<file path="src/rtl/ifetch_queue.sv">
// Instruction prefetch queue: sequential fetch over a req/ack handshake
// into a DEPTH-entry {pc, instruction} FIFO, with redirect/flush support.
module ifetch_queue #(
  parameter int unsigned DEPTH    = 4,
  parameter logic [31:0] RESET_PC = 32'h0000_3000
) (
  input  logic                       clk,
  input  logic                       reset,
  output logic                       mem_req,
  output logic [31:0]                mem_addr,
  input  logic                       mem_ack,
  input  logic [31:0]                mem_rdata,
  input  logic                       redirect,
  input  logic [31:0]                redirect_pc,
  output logic                       inst_valid,
  output logic [31:0]                inst,
  output logic [31:0]                inst_pc,
  input  logic                       inst_ready,
  output logic [$clog2(DEPTH):0]     count
);

  localparam int unsigned PW = $clog2(DEPTH);
  localparam int unsigned CW = PW + 1;
  localparam logic [CW-1:0] DEPTH_C = CW'(DEPTH);

  typedef enum logic [1:0] {
    IDLE = 2'd0,
    REQ  = 2'd1,
    DROP = 2'd2
  } state_e;

  state_e          state_q, state_d;
  logic [31:0]     fpc_q, fpc_d;
  logic [31:0]     drop_addr_q, drop_addr_d;
  logic [CW-1:0]   count_q, count_d;
  logic [PW-1:0]   rd_q, rd_d;
  logic [PW-1:0]   wr_q, wr_d;
  logic [31:0]     inst_mem_q [DEPTH];
  logic [31:0]     pc_mem_q   [DEPTH];

  logic            push_c;
  logic            pop_c;
  logic            we_c;
  logic            unused_redirect_lsb;

  assign unused_redirect_lsb = ^redirect_pc[1:0];

  assign push_c = (state_q == REQ) && mem_ack;
  assign pop_c  = (count_q != '0) && inst_ready;

  assign mem_req    = (state_q == REQ) || (state_q == DROP);
  assign mem_addr   = (state_q == DROP) ? drop_addr_q : fpc_q;
  assign inst_valid = (count_q != '0);
  assign inst       = inst_mem_q[rd_q];
  assign inst_pc    = pc_mem_q[rd_q];
  assign count      = count_q;

  // Next-state: redirect flush, push/pop bookkeeping and fetch FSM
  always_comb begin
    state_d     = state_q;
    fpc_d       = fpc_q;
    count_d     = count_q;
    rd_d        = rd_q;
    wr_d        = wr_q;
    we_c        = 1'b0;
    drop_addr_d = (state_q == REQ) ? fpc_q : drop_addr_q;

    if (redirect) begin
      count_d = '0;
      rd_d    = '0;
      wr_d    = '0;
      fpc_d   = {redirect_pc[31:2], 2'b00};
      unique case (state_q)
        IDLE:    state_d = IDLE;
        REQ:     state_d = mem_ack ? IDLE : DROP;
        DROP:    state_d = mem_ack ? IDLE : DROP;
        default: state_d = IDLE;
      endcase
    end else begin
      if (push_c) begin
        we_c  = 1'b1;
        wr_d  = wr_q + PW'(1);
        fpc_d = fpc_q + 32'd4;
      end
      if (pop_c) begin
        rd_d = rd_q + PW'(1);
      end
      count_d = count_q + CW'(push_c) - CW'(pop_c);
      unique case (state_q)
        IDLE: if (count_d < DEPTH_C) state_d = REQ;
        REQ:  if (mem_ack) state_d = (count_d < DEPTH_C) ? REQ : IDLE;
        DROP: if (mem_ack) state_d = IDLE;
        default: state_d = IDLE;
      endcase
    end
  end

  // Control state registers with synchronous active-low reset
  always_ff @(posedge clk) begin
    if (!reset) begin
      state_q     <= IDLE;
      fpc_q       <= RESET_PC;
      drop_addr_q <= RESET_PC;
      count_q     <= '0;
      rd_q        <= '0;
      wr_q        <= '0;
    end else begin
      state_q     <= state_d;
      fpc_q       <= fpc_d;
      drop_addr_q <= drop_addr_d;
      count_q     <= count_d;
      rd_q        <= rd_d;
      wr_q        <= wr_d;
    end
  end

  // Queue storage; contents are qualified by count so no reset is needed
  always_ff @(posedge clk) begin
    if (we_c) begin
      inst_mem_q[wr_q] <= mem_rdata;
      pc_mem_q[wr_q]   <= fpc_q;
    end
  end

endmodule
</file>
<file path="config.mk">
export PLATFORM = sky130hd
export DESIGN_NAME = ifetch_queue
export DESIGN_NICKNAME = d
export VERILOG_FILES = /design/src/rtl/ifetch_queue.sv
export SDC_FILE = /design/constraint.sdc
export NUM_CORES = 1
export LEC_CHECK = 0
export ABC_AREA = 1
export CORE_MARGIN = 8
export CORE_UTILIZATION = 55
export CTS_CLUSTER_SIZE = 30
export DETAILED_ROUTE_END_ITERATION = 7
export MAX_ROUTING_LAYER = met4
export PLACE_DENSITY = 0.86
export SLEW_MARGIN = 30
export SYNTH_ARGS = -nofsm -noshare
export SYNTH_HDL_FRONTEND = slang
export SYNTH_SLANG_ARGS = --single-unit
</file>
<file path="constraint.sdc">
create_clock -name clk -period 11.25 [get_ports clk]
set_input_delay 1.125 -clock clk [delete_from_list [all_inputs] [get_ports clk]]
set_output_delay 1.125 -clock clk [all_outputs]
set_load 0.02 [all_outputs]
</file>
## After elaboration in Yosys (flattened, before gate mapping)

Memories as Yosys holds them, arrays and structs flattened. A register that Yosys moved wholly into a read port is not among the register bits.
Index checks and enable logic that the tools add are counted.

| storage, ports and cells | value |
|---|---|
| register bits after elaboration | 73 |
| memory bits (writable) | 256 |
| input port bits | 69 |
| output and inout bits | 101 |
| memories kept | 2 |

Memories:

| memory | words | bits a word | read ports | clocked after memory_dff | wr ports | line | source |
|---|---|---|---|---|---|---|---|
| inst_mem_q | 4 | 32 | 1 | 1 | 1 | 38 | `logic [31:0] inst_mem_q [DEPTH];` |
| pc_mem_q | 4 | 32 | 1 | 1 | 1 | 39 | `logic [31:0] pc_mem_q [DEPTH];` |

| operators by class | value |
|---|---|
| $add $sub $neg | 5 |
| $lt $le $gt $ge | 1 |
| equal/unequal tests | 5 |
| muxes and demuxes | 19 |
| bitwise logic cells | 1 |
| reductions and logical operators | 9 |

Operators with widths:

| operator | number |
|---|---|
| $mux W32 | 3 |
| $add A32 B3 Y32 const B | 1 |
| $mux W2 | 10 |
| $ne A3 B3 Y1 const B | 3 |
| $pmux W2 S3 | 1 |
| $mux W1 | 5 |
| $add A2 B1 Y2 const B | 2 |
| $reduce_or A2 Y1 | 2 |
| $add A3 B1 Y3 | 1 |
| $lt A3 B3 Y1 const B | 1 |
| $reduce_and A3 Y1 | 1 |
| $reduce_bool A3 Y1 | 1 |
| $sub A3 B1 Y3 | 1 |
| $eq A2 B1 Y1 const B | 1 |
| $eq A2 B2 Y1 const B | 1 |
| $logic_and A1 B1 Y1 | 2 |
| $logic_not A2 Y1 | 1 |
| $reduce_bool A2 Y1 | 1 |
| $logic_or A1 B1 Y1 | 1 |
| $not A1 Y1 | 1 |

## Longest topological paths before layout

| depth | value |
|---|---|
| depth in word-level cells | 9 |
| depth in mapped cells | 15 |
| mapped depth without buffers | 15 |

## Worst setup path before layout

Ideal clock, no wire load.

| timing path | value |
|---|---|
| kind | input -> register |
| start | in mem_ack |
| end | mem inst_mem_q[0][0], enable pin |
| library setup time | 0.482 ns |
| arrival | 4.193 ns |
| path slack | 6.575 ns |
| stages | 5 |
| buffers on the path | 1 |
| path through | nand2_4 -> nor2_4 -> buf_4 -> inv_1 -> nor2_1 |

| between the ends | value |
|---|---|
| cells in the longest elaborated chain, start to end | 5 |

Ends and longest elaborated chain:

| what | line | source |
|---|---|---|
| from (decl) | 11 | `input logic mem_ack,` |
| $logic_and A1 B1 Y1 | 48 | `assign push_c = (state_q == REQ) && mem_ack;` |
| $mux W1 | 80 | `if (push_c) begin` |
| $mux W1 | 68 | `if (redirect) begin` |
| $mux W1 | 119 | `if (we_c) begin` |
| $mux W1 (implied by the code) | 120 | `inst_mem_q[wr_q] <= mem_rdata;` |
| to (decl) | 38 |  |

Every way passes these cells.

==> metrics <==
TritonCTS buffer count 31; Hold Crit Start drop_addr_q[12]; Post-DP HPWL 18.58 mm; post-synthesis sequential area ratio 0.6714; cells after synthesis 1245; TritonCTS clock tree yes; FF-to-FF Start state_q[1]; total of max-cap violations 0; min cycle time layout 4.299 ns; Fmax achieved roughly 0.23 GHz; CP Launch Type register; clk sinks 319; WHS Endpoint drop_addr_q[12]; Remaining DRCs 0; depth of the CTS H-tree 1; WL final 30.70 mm; final core utilization 0.6824; WL/cell 17.80 um; period utilisation layout 0.3822; dominant cells by area after synthesis edfxtp_1 56%, dfxtp_1 11%, o21ai_0 7.7%, nor2_1 5.3%, nand2_1 5.3%; Worst Tran Pin Value 0.9513 ns; hold depth 2; WP data arrival 3.17 ns; Reg2Reg Setup Slack 8.37 ns; P per Cell Area 157.0 mW/mm2; fraction of layout cells with a size suffix above 1 0.05619; cell taking the most area after synthesis edfxtp_1; Fill cells 1710; Worst R2R End pc_mem_q[3][24]; Synth async-reset ratio 0; Post-synth top cells 248 x edfxtp_1, 204 x o21ai_0, 187 x nor2_1, 185 x nand2_1, 78 x inv_1; Synth warnings 0; initial antenna violation count 0; Mapped Area about 0.013 mm2; Reg area 0.008874 mm2; io pins 170; largest net degree at the start of global routing 109; first-pass GRT wire length 47.84 mm; Pleak 5.570 nW; Hold Crit Class register to register; Chip Width 171.0 um; Root Buffer clkbuf_16; initial core utilization 0.5611; Final nets 1464; result of the run finished clean; count leader, synth edfxtp_1; post-CTS sizing 0; required time of the critical path 10.13 ns; first-pass iteration count of the detailed router 5; n_diodes 0; flops & latches, synth around 320; Main synth FF type edfxtp_1; die extent in y 171.0 um; Mean Syn Cell Area 10.61 um2; Placeable Area roughly 0.024 mm2; peak supply drop 0.1058 mV; TNS Setup 0 ns; RSZ-0062 raised after global routing no; FP Rows 56; final worst slack 6.951 ns; Buffers on Ports 163; # hold bufs at CTS 0; multi-input logic area 0.003764 mm2; routed vias 9624; Unique masters post-synth 32; Max Fanout on Critical Path about 110; Yosys top cell area share 0.5638; Detailed Route Iter0 Violations 769; Syn-to-layout area delta 21.63%; Via density 5.579; Reg2Reg Depth 7; clk_skew 0.008419 ns; crit path kind register to primary output; Bufs on Longest Clock Path 3; number of hold violations in the final report 0; Congestion Overflow GR 0; CTS clk-pin slew, worst paths 0.06 ns; fin. max-slew vios 0; gr usage total 0.2105; Placer Congestion a little under 0.9; EDFF count, synth 248; post-CTS setup buffers 0; CP Capture Type primary output; Final Setup Violations 0; worst skew pair latency 0.55 ns; ANT nets after route 0; vias in the first global route 9559; die area 0.02923 mm2; Rel. slew slack 0.3658; Place WS 7.249 ns
==> registers in the layout, summed over array words and instances (netlist names), named ones only <==
signal       flops
inst_mem_q     128
pc_mem_q       120
drop_addr_q     30
fpc_q           30
count            3
rd_q             2
state_q          2
wr_q             2
==> per-layer routing <==
metal / GRT usage / wire [um] / vias up
li1: - / - / 4611
met1: 0.2654 / 13230 / 4557
met4: 0.07486 / 822 / 0
met5: - / 0 / -
met2: 0.3385 / 14170 / 392
met3: 0.03849 / 2476 / 64
==> cells in the final DEF, fill, tap and decap left out, types with 8 or more instances in the layout <==
master | Yosys | layout
ha_1 | 10 | 10
a21oi_1 | 50 | 50
o22ai_1 | 62 | 62
clkbuf_16 | 0 | 31
nor2_1 | 187 | 183
clkdlybuf4s50_1 | 0 | 163
dfxtp_1 | 71 | 69
o21ai_0 | 204 | 204
edfxtp_1 | 248 | 248
nor2_4 | 6 | 10
clkbuf_1 | 49 | 8
nand3_1 | 25 | 25
inv_1 | 78 | 76
xor2_1 | 9 | 9
buf_4 | 9 | 11
nand2_1 | 185 | 185
==> stage by stage <==
step | area, um2 | cells | power (mW) | hold slack (ns)
after global routing | 16070 | 1725 | 2.603 | 0.5151
final | 16070 | 1725 | 2.522 | 0.4705
after CTS | 16060 | 1725 | 2.537 | 0.4747
after global placement | 15060 | 1670 | 1.520 | 0.4374
after floorplan | 13220 | 1248 | 1.437 | 0.4287
after detailed placement | 15060 | 1670 | 1.526 | 0.4580
==> final cells by class <==
class	instances	share of cell area
Clock buffer	41	0.05187
Sequential cell	319	0.5523
Clock inverter	14	0.01075
Multi-Input combinational cell	778	0.2343
Inverter	79	0.01854
Tap cell	319	0.02484
Timing Repair Buffer	175	0.1074
==> worst max-delay path, cell delays in order, from the launching register on <==
cell and delay, ns:
dfxtp_4 0.52, clkinv_2 0.28, buf_6 0.62, o21ai_0 0.18
o22ai_1 0.31, clkdlybuf4s50_1 0.68
==> worst max-delay path by stage <==
stage / startpoint / endpoint / slack (ns) / cells after the start
3_5_place_dp: redirect / inst_mem_q[2][6] / 7.25 / 6
6_report: register / inst_pc[17] / 6.95 / 5
4_1_cts: register / inst_pc[20] / 6.71 / 5
3_3_place_gp: redirect / inst_mem_q[2][6] / 7.28 / 6
2_1_floorplan: mem_ack / inst_mem_q[0][0] / 6.57 / 5
5_1_grt: register / inst_pc[20] / 6.75 / 5
==> kinds of logic after synthesis <==
| family | share of synthesized area |
|---|---|
| simple gates | 0.1310 |
| compound gates | 0.1329 |
| flops | 0.6714 |
| buf+inv | 0.04679 |
| fa+ha+maj | 0.01099 |
| xor+xnor | 0.006631 |
| other cells | 0.0002839 |
==> power by group <==
group,internal [mW],switching (mW),leakage (nW)
clock network,0.608,0.410,0.481
logic,0.0766,0.106,2.25
registers,1.30,0.0266,2.84
total,1.98,0.543,5.57
No activity file was read; power rests on OpenSTA's default activity.
